==> src/rtl/hdd_step_pkg.sv <==
// Shared constants for the HDD step pulse generator.
// Macro HDD_STEP_QUEUE_EN selects the multi-entry request FIFO over the single holding register.
package hdd_step_pkg;

    localparam logic [1:0] ST_IDLE      = 2'd0;
    localparam logic [1:0] ST_DIR_SETUP = 2'd1;
    localparam logic [1:0] ST_PULSE     = 2'd2;
    localparam logic [1:0] ST_RECOVERY  = 2'd3;

    // Default timing in 300 MHz clocks
    localparam int unsigned DEF_PULSE_WIDTH = 3000;
    localparam int unsigned DEF_DIR_SETUP   = 300;
    localparam int unsigned DEF_RECOVERY    = 1500;

`ifdef HDD_STEP_QUEUE_EN
    localparam bit QUEUE_EN = 1'b1;
`else
    localparam bit QUEUE_EN = 1'b0;
`endif

endpackage

==> src/rtl/hdd_step_queue.sv <==
// Step-request FIFO of direction bits with same-cycle push/pop.
// DEPTH of 1 collapses to a single holding register.
module hdd_step_queue #(
    parameter int unsigned DEPTH = 4
) (
    input  logic clk,
    input  logic reset_n,
    input  logic push,
    input  logic push_dir,
    input  logic pop,
    output logic pop_dir,
    output logic full,
    output logic empty
);

    if (DEPTH == 1) begin : g_hold
        logic held_valid;
        logic held_dir;
        logic do_push;
        logic do_pop;

        assign do_push = push && (!held_valid || pop);
        assign do_pop  = pop && held_valid;
        assign full    = held_valid;
        assign empty   = !held_valid;
        assign pop_dir = held_dir;

        always_ff @(posedge clk or negedge reset_n) begin
            if (!reset_n) begin
                held_valid <= 1'b0;
                held_dir   <= 1'b0;
            end else if (do_push) begin
                held_valid <= 1'b1;
                held_dir   <= push_dir;
            end else if (do_pop) begin
                held_valid <= 1'b0;
            end
        end
    end else begin : g_fifo
        localparam int unsigned AW = $clog2(DEPTH);
        logic [DEPTH-1:0] mem;
        logic [AW-1:0]    wr_ptr;
        logic [AW-1:0]    rd_ptr;
        logic [AW:0]      count;
        logic             do_push;
        logic             do_pop;

        // A push into a full FIFO is allowed when the head leaves the same cycle
        assign do_push = push && (!full || pop);
        assign do_pop  = pop && !empty;
        assign full    = (count == (AW+1)'(DEPTH));
        assign empty   = (count == '0);
        assign pop_dir = mem[rd_ptr];

        always_ff @(posedge clk or negedge reset_n) begin
            if (!reset_n) begin
                mem    <= '0;
                wr_ptr <= '0;
                rd_ptr <= '0;
                count  <= '0;
            end else begin
                if (do_push) begin
                    mem[wr_ptr] <= push_dir;
                    wr_ptr      <= wr_ptr + AW'(1);
                end
                if (do_pop) begin
                    rd_ptr <= rd_ptr + AW'(1);
                end
                if (do_push && !do_pop) begin
                    count <= count + (AW+1)'(1);
                end else if (!do_push && do_pop) begin
                    count <= count - (AW+1)'(1);
                end
            end
        end
    end

endmodule

==> src/rtl/hdd_step_pulse_gen.sv <==
// ST-506/ESDI STEP/DIRECTION pulse generator fed by the seek controller.
// HDD_STEP_QUEUE_EN enables a QUEUE_DEPTH-entry request FIFO; otherwise one request is held.
module hdd_step_pulse_gen
    import hdd_step_pkg::*;
#(
    parameter int unsigned QUEUE_DEPTH = 4,
    parameter int unsigned CNT_W       = 16
) (
    input  logic             clk,
    input  logic             reset_n,
    input  logic             step_request,
    input  logic             step_direction,
    input  logic             write_gate,
    input  logic [CNT_W-1:0] dir_setup_time,
    input  logic [CNT_W-1:0] step_pulse_width,
    input  logic [CNT_W-1:0] step_recovery,
    output logic             step_out,
    output logic             dir_out,
    output logic             step_done,
    output logic             step_reject,
    output logic             busy,
    output logic [15:0]      pulses_issued
);

    localparam int unsigned EFF_DEPTH = QUEUE_EN ? QUEUE_DEPTH : 1;

    logic [1:0]       state;
    logic [CNT_W-1:0] cnt;
    logic             dir_cur;
    logic             cnt_tc;
    logic             done_evt;
    logic             done_q;
    logic             q_pop;
    logic             q_dir;
    logic             q_full;
    logic             q_empty;

    hdd_step_queue #(
        .DEPTH (EFF_DEPTH)
    ) u_queue (
        .clk      (clk),
        .reset_n  (reset_n),
        .push     (step_request),
        .push_dir (step_direction),
        .pop      (q_pop),
        .pop_dir  (q_dir),
        .full     (q_full),
        .empty    (q_empty)
    );

    // Terminal at 1 (or a programmed 0) so every state lasts max(value,1) clocks
    assign cnt_tc   = (cnt <= CNT_W'(1));
    assign done_evt = (state == ST_RECOVERY) && cnt_tc;
    assign q_pop    = (state == ST_IDLE) && !q_empty && !write_gate;

    always_ff @(posedge clk or negedge reset_n) begin
        if (!reset_n) begin
            state   <= ST_IDLE;
            cnt     <= '0;
            dir_cur <= 1'b0;
        end else begin
            case (state)
                ST_IDLE: begin
                    if (q_pop) begin
                        if (q_dir != dir_cur) begin
                            dir_cur <= q_dir;
                            cnt     <= dir_setup_time;
                            state   <= ST_DIR_SETUP;
                        end else begin
                            cnt   <= step_pulse_width;
                            state <= ST_PULSE;
                        end
                    end
                end
                ST_DIR_SETUP: begin
                    if (cnt_tc) begin
                        cnt   <= step_pulse_width;
                        state <= ST_PULSE;
                    end else begin
                        cnt <= cnt - CNT_W'(1);
                    end
                end
                ST_PULSE: begin
                    if (cnt_tc) begin
                        cnt   <= step_recovery;
                        state <= ST_RECOVERY;
                    end else begin
                        cnt <= cnt - CNT_W'(1);
                    end
                end
                default: begin
                    if (cnt_tc) begin
                        state <= ST_IDLE;
                    end else begin
                        cnt <= cnt - CNT_W'(1);
                    end
                end
            endcase
        end
    end

    // Drive-side outputs are registered one clock behind the FSM; done takes a second
    // stage so it trails the STEP fall by exactly the recovery time.
    always_ff @(posedge clk or negedge reset_n) begin
        if (!reset_n) begin
            step_out      <= 1'b0;
            dir_out       <= 1'b0;
            done_q        <= 1'b0;
            step_done     <= 1'b0;
            step_reject   <= 1'b0;
            busy          <= 1'b0;
            pulses_issued <= '0;
        end else begin
            step_out    <= (state == ST_PULSE);
            dir_out     <= dir_cur;
            done_q      <= done_evt;
            step_done   <= done_q;
            step_reject <= step_request && q_full && !q_pop;
            busy        <= (state != ST_IDLE) || !q_empty || done_q;
            if (done_q) begin
                pulses_issued <= pulses_issued + 16'd1;
            end
        end
    end

endmodule

==> config.mk <==
export PLATFORM = sky130hd
export DESIGN_NAME = hdd_step_pulse_gen
export DESIGN_NICKNAME = d
export VERILOG_FILES = /design/src/rtl/hdd_step_pkg.sv /design/src/rtl/hdd_step_queue.sv /design/src/rtl/hdd_step_pulse_gen.sv
export SDC_FILE = /design/constraint.sdc
export NUM_CORES = 1
export LEC_CHECK = 0
export CORE_MARGIN = 3
export CORE_UTILIZATION = 40
export CTS_BUF_LIST = sky130_fd_sc_hd__clkbuf_4
export DETAILED_ROUTE_END_ITERATION = 8
export PLACE_DENSITY = 0.7
export SLEW_MARGIN = 10
export SYNTH_ARGS = -nofsm -noshare
export SYNTH_HDL_FRONTEND = slang
export SYNTH_SLANG_ARGS = --single-unit
export TNS_END_PERCENT = 10
==> constraint.sdc <==
create_clock -name clk -period 2.44 [get_ports clk]
set_clock_uncertainty 0.2 [all_clocks]
set_input_delay 0.488 -clock clk [delete_from_list [all_inputs] [get_ports clk]]
set_output_delay 0.488 -clock clk [all_outputs]
set_load 0.02 [all_outputs]
* Yosys cells after proc, flatten, opt, wreduce, memory -nomap -nowiden
Cells that the tools add are included.
Cells by class: magnitude comparators 1, equality and inequality tests 8, mux-type cells 14, add/subtract/negate cells 2, reduce and logical (&&, ||, !) cells 20
Operators by type and width (number):
- 16-bit two-way mux | 5
- 16-bit one-hot mux with 3 select lines | 1
- 16-bit by 1-bit adder with 16-bit output (second input constant) | 1
- 16-bit by 1-bit <= comparator with 1-bit output (second input constant) | 1
- 16-bit by 1-bit subtractor with 16-bit output (second input constant) | 1
- 2-bit two-way mux | 5
- 1-bit logical AND | 7
- 2-bit != test (second input constant) | 3
- 2-bit one-hot mux with 3 select lines | 1
- 2-bit nonzero test | 3
- 2-bit equality test (second input constant) | 2
- 4-bit by 1-bit != test with 1-bit output (second input constant) | 1
- 4-bit AND reduction | 1
- 1-bit zero test | 3
- 1-bit logical OR | 3
- 3-bit AND reduction | 1
- 2-bit by 1-bit equality test with 1-bit output (second input constant) | 1
- 2-bit zero test | 1
- 1-bit two-way mux | 2
- 2-bit AND reduction | 1
- 1-bit != test | 1
Word-level totals: output and inout port bits 21, word-level logic and storage cells 57, register bits after elaboration 43

* Depth between registers and ports, before layout
word-level depth 6, gate-level depth with buffers 9, gate-level depth less buffers 8

* By module
A second synthesis with hierarchy kept.
Second synthesis, totals: cells, all modules 309, area total of the unflattened synthesis 2874.0 um^2
Modules (own cells, without submodules):
- hdd_step_pulse_gen | area each 2787.7 um^2, sequential area each 1026.0 um^2, cells an instance 302, times used 1
- hdd_step_queue | area each 86.3 um^2, sequential area each 50.0 um^2, cells an instance 7, times used 1

* Worst setup path before layout
OpenSTA, ideal clock, no wires.
kind register -> register, start register cnt[7], end register cnt[11], stages on the path, launching flop included 10, required time 2119 ps, slack -76 ps, clock period less this slack 2516 ps, arrival 2195 ps, cells stage by stage dfrtp_1 or3_1 buf_2 or4_1 buf_6 nor2_8 o21ba_4 buf_6 o22ai_1 a22o_1
Between the ends: word-level cells in the longest chain between the ends 3
RTL lines:
- start, declared | line hdd_step_pulse_gen.sv:28 | logic [CNT_W-1:0] cnt;
- start signal, assigned | line hdd_step_pulse_gen.sv:67 | cnt <= dir_setup_time;
- start signal, assigned | line hdd_step_pulse_gen.sv:70 | cnt <= step_pulse_width;
- start signal, assigned | line hdd_step_pulse_gen.sv:77 | cnt <= step_pulse_width;
- 16-bit by 1-bit subtractor with 16-bit output or 16-bit by 1-bit <= comparator with 1-bit output (tied branches)
- 16-bit two-way mux (tied with other cells) | line hdd_step_pulse_gen.sv:92 | if (cnt_tc) begin
- 16-bit one-hot mux with 3 select lines or 2-bit AND reduction (tied branches)
Parallel ways exist; a longest one is shown, timed or not. The select of a mux whose other input is x is not followed. A chain may end at the register's enable or synchronous reset.

* Final worst setup path
start register cnt[8], end register cnt[0]
Between the ends: word-level cells in the longest chain between the ends 3
RTL lines:
- 16-bit by 1-bit <= comparator with 1-bit output * | line hdd_step_pulse_gen.sv:52 | assign cnt_tc = (cnt <= CNT_W'(1));
- 16-bit two-way mux (tied with other cells) | line hdd_step_pulse_gen.sv:84 | if (cnt_tc) begin
- 16-bit one-hot mux with 3 select lines or 2-bit AND reduction (tied branches)
Mark *: on every way between the ends. The rest lies on a longest branch, timed or not.

==> out/results.md <==
| Result | Value |
| --- | --- |
| Run status | finished, violations left |
| Violated checks | setup timing |
| Leak Pwr | 0.00179 uW |
| IO buf count | 73 |
| Number of clock sinks | 43 |
| Max-slew headroom at the worst pin | 65.2% |
| Worst path buffer plus inverter count | 1 |
| Via count of the first global-routing pass | 2,711 |
| Count of boundary I/O pins | 74 |
| Final number of setup-violating endpoints | 1 |
| Netlist area before placement | 2730 um2 |
| Kind of start point of the critical path | register |
| Number of antenna violations at the first check in global routing | 0 |
| Average routed wire per standard cell | 16.4 um |
| Syn nets | 367 |
| HPWL after detailed placement | 5.87 mm |
| Post-Route WL | 7.98 mm |
| DIE HEIGHT | 88.6 um |
| Total non-filler cell area in the finished layout | 3960 um2 |
| Fin Hold WS | 0.274 ns |
| Max Transition Viols Final | 0 |
| Total gr overflow | 0 |
| Die Wd | 88.6 um |
| Power density of the placed cells | 339 nW/um2 |
| Area used by sequential logic in the layout | 1080 um2 |
| Global Route Usage Sum | 20.3% |
| Share of post-route cells with drive strength above 1 | 18.1% |
| Placed Area | 3740 um2 |
| Primary flip-flop cell chosen by synthesis mapping | sky130_fd_sc_hd__dfrtp_1 |
| Library cell contributing the largest single delay on the critical path | sky130_fd_sc_hd__or4_4 |
| Initial DRC count | 156 |
| Critical Path Max Stage Delay | 0.53 ns |
| Number of maximum-capacitance constraint violations | 0 |
| Worst path cell trace | or3_4 > or4_4 > nor3_4 > buf_4 > mux2i_1 > a21oi_1 > o31ai_1 |
| Highest-count cells in the layout ignoring fill and taps | sky130_fd_sc_hd__clkdlybuf4s50_1 (72), sky130_fd_sc_hd__nand2_1 (51), sky130_fd_sc_hd__dfrtp_1 (42), sky130_fd_sc_hd__buf_4 (33), sky130_fd_sc_hd__a22o_1 (24) |
| Capture point of the critical path | cnt[0] |
| Number of storage elements in the synthesis netlist | 43 |
| Initial Util | 42.0% |
| Hold/Removal Path Class | register to register |
| Total number of yosys warnings | 0 |
| Number of cell rows | 29 |
| Final clock period utilization by the worst path | 100% |
| Filler cell count in the final layout | 560 |
| Worst Path Arrival | 2.49 ns |
| Reg-to-Reg Start | cnt[8] |
| Multi-input gate area in the final layout | 1630 um2 |
| Area inside the core boundary | 6490 um2 |
| Number of cell instances on the worst register-to-register path | 7 |
| Worst setup EP type | register |
| Category of the most critical setup path | register to register |
| Worst skew pair latency | 0.34 ns |
| H-tree lvl count | 2 |
| Final antenna-violating net count | 0 |
| Slew at the pin with the worst max-slew slack | 0.522 ns |
| Clock slew at the register clock pins of the worst setup and hold paths | 0.13 ns |
| Post-route total power | 1340 uW |
| Vias per inst | 5.68 |
| Critical register-to-register path endpoint | cnt[0] |
| Setup repair after global routing missed its margin | true |
| TritonCTS buffer count | 5 |
| Register-to-register path setup slack | -0.0004 ns |
| Syn Area/Cell | 8.91 um2 |
| Final weighted congestion in routability-driven placement | 0.873 |
| Cell family with the largest share of critical-path delay | simple AND/OR/NAND/NOR gates |
| Worst endpoint required time | 2.49 ns |
| Count of cell types in the netlist | 44 |
| Maximum fanout count along the critical path | 7 |
| Max Clock Freq | 0.410 GHz |
| Layout-stage area growth over the synthesis result | 45.1% |
| Fraction of the yosys area taken by sequential cells | 39.4% |
| Min cycle time layout | 2.44 ns |
| Asr flop ratio synth | 100% |
| Maximum number of pins on one net before global-route repair | 24 |
| CP Depth | 7 |
| Pre-antenna DRT Iters | 4 |
| DRC viols | 0 |
| Post-route worst setup slack | -0.000401 ns |
| Number of flops mapped to enable cells by yosys | 0 |
| Final nets | 470 |
| Routed via count | 2,760 |
| Die area | 7850 um2 |
| Clk buf depth | 2 |
| # diodes | 0 |
| Number of instances in the synthesized netlist | 306 |
| Launch point of the worst path | cnt[8] |
| Maximum VDD drop | 0.000152 V |
| Wire length of the first global-routing pass | 12.6 mm |
| Hold violation count in the final report | 0 |
| CTS tree | yes |
| Commonest non-fill, non-tap cell in the layout | sky130_fd_sc_hd__clkdlybuf4s50_1 |
| Root buffer cell | sky130_fd_sc_hd__clkbuf_4 |
-- timing repair --
item                                    in CTS  in global routing
gates resized for setup                      6                 16
cloned                                       0                  1
setup buffers                                0                  4
hold buffers                                 1                  0
endpoints found under the setup margin       8                 18
pin swaps                                    1                  5
hold endpoints to repair                    20                  0
-- cells in the mapped netlist (2+ instances only) --
cell	instances	area (um2)
sky130_fd_sc_hd__a21o_1	2	15.0
sky130_fd_sc_hd__a21oi_1	22	110
sky130_fd_sc_hd__a221oi_1	3	26.3
sky130_fd_sc_hd__a22o_1	24	210
sky130_fd_sc_hd__a22oi_1	6	45.0
sky130_fd_sc_hd__and2_1	4	25.0
sky130_fd_sc_hd__and3_1	3	18.8
sky130_fd_sc_hd__buf_1	2	7.51
sky130_fd_sc_hd__buf_2	3	15.0
sky130_fd_sc_hd__buf_6	3	33.8
sky130_fd_sc_hd__clkbuf_1	8	30.0
sky130_fd_sc_hd__dfrtp_1	43	1080
sky130_fd_sc_hd__ha_1	8	100
sky130_fd_sc_hd__inv_1	10	37.5
sky130_fd_sc_hd__mux2_2	3	33.8
sky130_fd_sc_hd__mux2i_1	3	30.0
sky130_fd_sc_hd__nand2_1	51	191
sky130_fd_sc_hd__nand2b_1	4	25.0
sky130_fd_sc_hd__nand3_1	7	35.0
sky130_fd_sc_hd__nand4_1	5	31.3
sky130_fd_sc_hd__nor2_1	12	45.0
sky130_fd_sc_hd__nor3_1	7	35.0
sky130_fd_sc_hd__nor4_1	3	18.8
sky130_fd_sc_hd__o21ai_0	7	35.0
sky130_fd_sc_hd__o21ai_1	11	55.1
sky130_fd_sc_hd__o22ai_1	4	25.0
sky130_fd_sc_hd__o2bb2ai_1	2	17.5
sky130_fd_sc_hd__o31ai_1	4	30.0
sky130_fd_sc_hd__o32a_1	2	20.0
sky130_fd_sc_hd__o32ai_1	2	17.5
sky130_fd_sc_hd__o41ai_1	3	26.3
sky130_fd_sc_hd__or2_2	4	25.0
sky130_fd_sc_hd__or3_1	3	18.8
sky130_fd_sc_hd__or4_1	3	22.5
sky130_fd_sc_hd__xnor2_1	12	105
sky130_fd_sc_hd__xor2_1	5	43.8
-- power by group --
group	internal, uW	total (uW)	switching [uW]
clock network	223	443	221
registers	715	718	2.55
logic	106	181	74.9
total	1040	1340	298
-- worst min-delay path by stage --
stage / from / end / slack (ns) / depth (start not counted)
after floorplan: reset_n / busy / -0.008 / 0
after CTS: dir_cur / dir_out / 0.28 / 0
final: dir_cur / dir_out / 0.27 / 0
after detailed placement: dir_cur / dir_out / 0.25 / 0
after global placement: dir_cur / dir_out / 0.24 / 0
after global routing: dir_cur / dir_out / 0.30 / 0
-- cells by family (layout without fill, tap and decap cells) --
logic type	after synthesis	count (layout)	synth area share, %
compound gates	97	98	25.1
xor+xnor	17	17	5.46
simple gates	109	109	19.4
buf+inv	26	128	4.54
fa+ha+maj	8	8	3.67
mux	6	6	2.34
flops	43	43	39.4
-- final cells by class --
cell class / instances / area share (%)
clock buffers: 6 / 1.14
clock inverters: 1 / 0.759
inverters: 10 / 0.948
multi-input cells: 238 / 41.1
flip-flops and latches: 43 / 27.2
well taps: 77 / 2.43
repair buffers: 111 / 26.4
-- registers in the layout, indices dropped and copies added, names as in the netlist --
name             count
step_reject          1
step_out             1
pulses_issued       16
step_done            1
dir_out              1
busy                 1
u_queue.full         1
state                2
done_q               1
u_queue.pop_dir      1
cnt                 16
dir_cur              1
-- routing by layer --
layer | track usage, % | vias up | part of all wire, %
met2 | 35.0 | 89 | 50
met1 | 26.1 | 1336 | 43
li1 | - | 1325 | -
met4 | 6.46 | 0 | 1.6
met5 | 0 | - | 0
met3 | 3.26 | 10 | 5.0
-- per-stage QoR --
stage,util [%],setup slack (ns),instances,setup TNS [ns]
6_report,60.9,-0.000401,486,-0.000401
5_1_grt,60.9,-0.0879,486,-0.504
4_1_cts,59.4,-0.000448,482,-0.000448
3_5_place_dp,57.6,-0.0178,474,-0.0278
3_3_place_gp,57.6,-0.0140,474,-0.0412
2_1_floorplan,-,-0.0336,306,-0.182
Power figures use the tool's default switching activity.
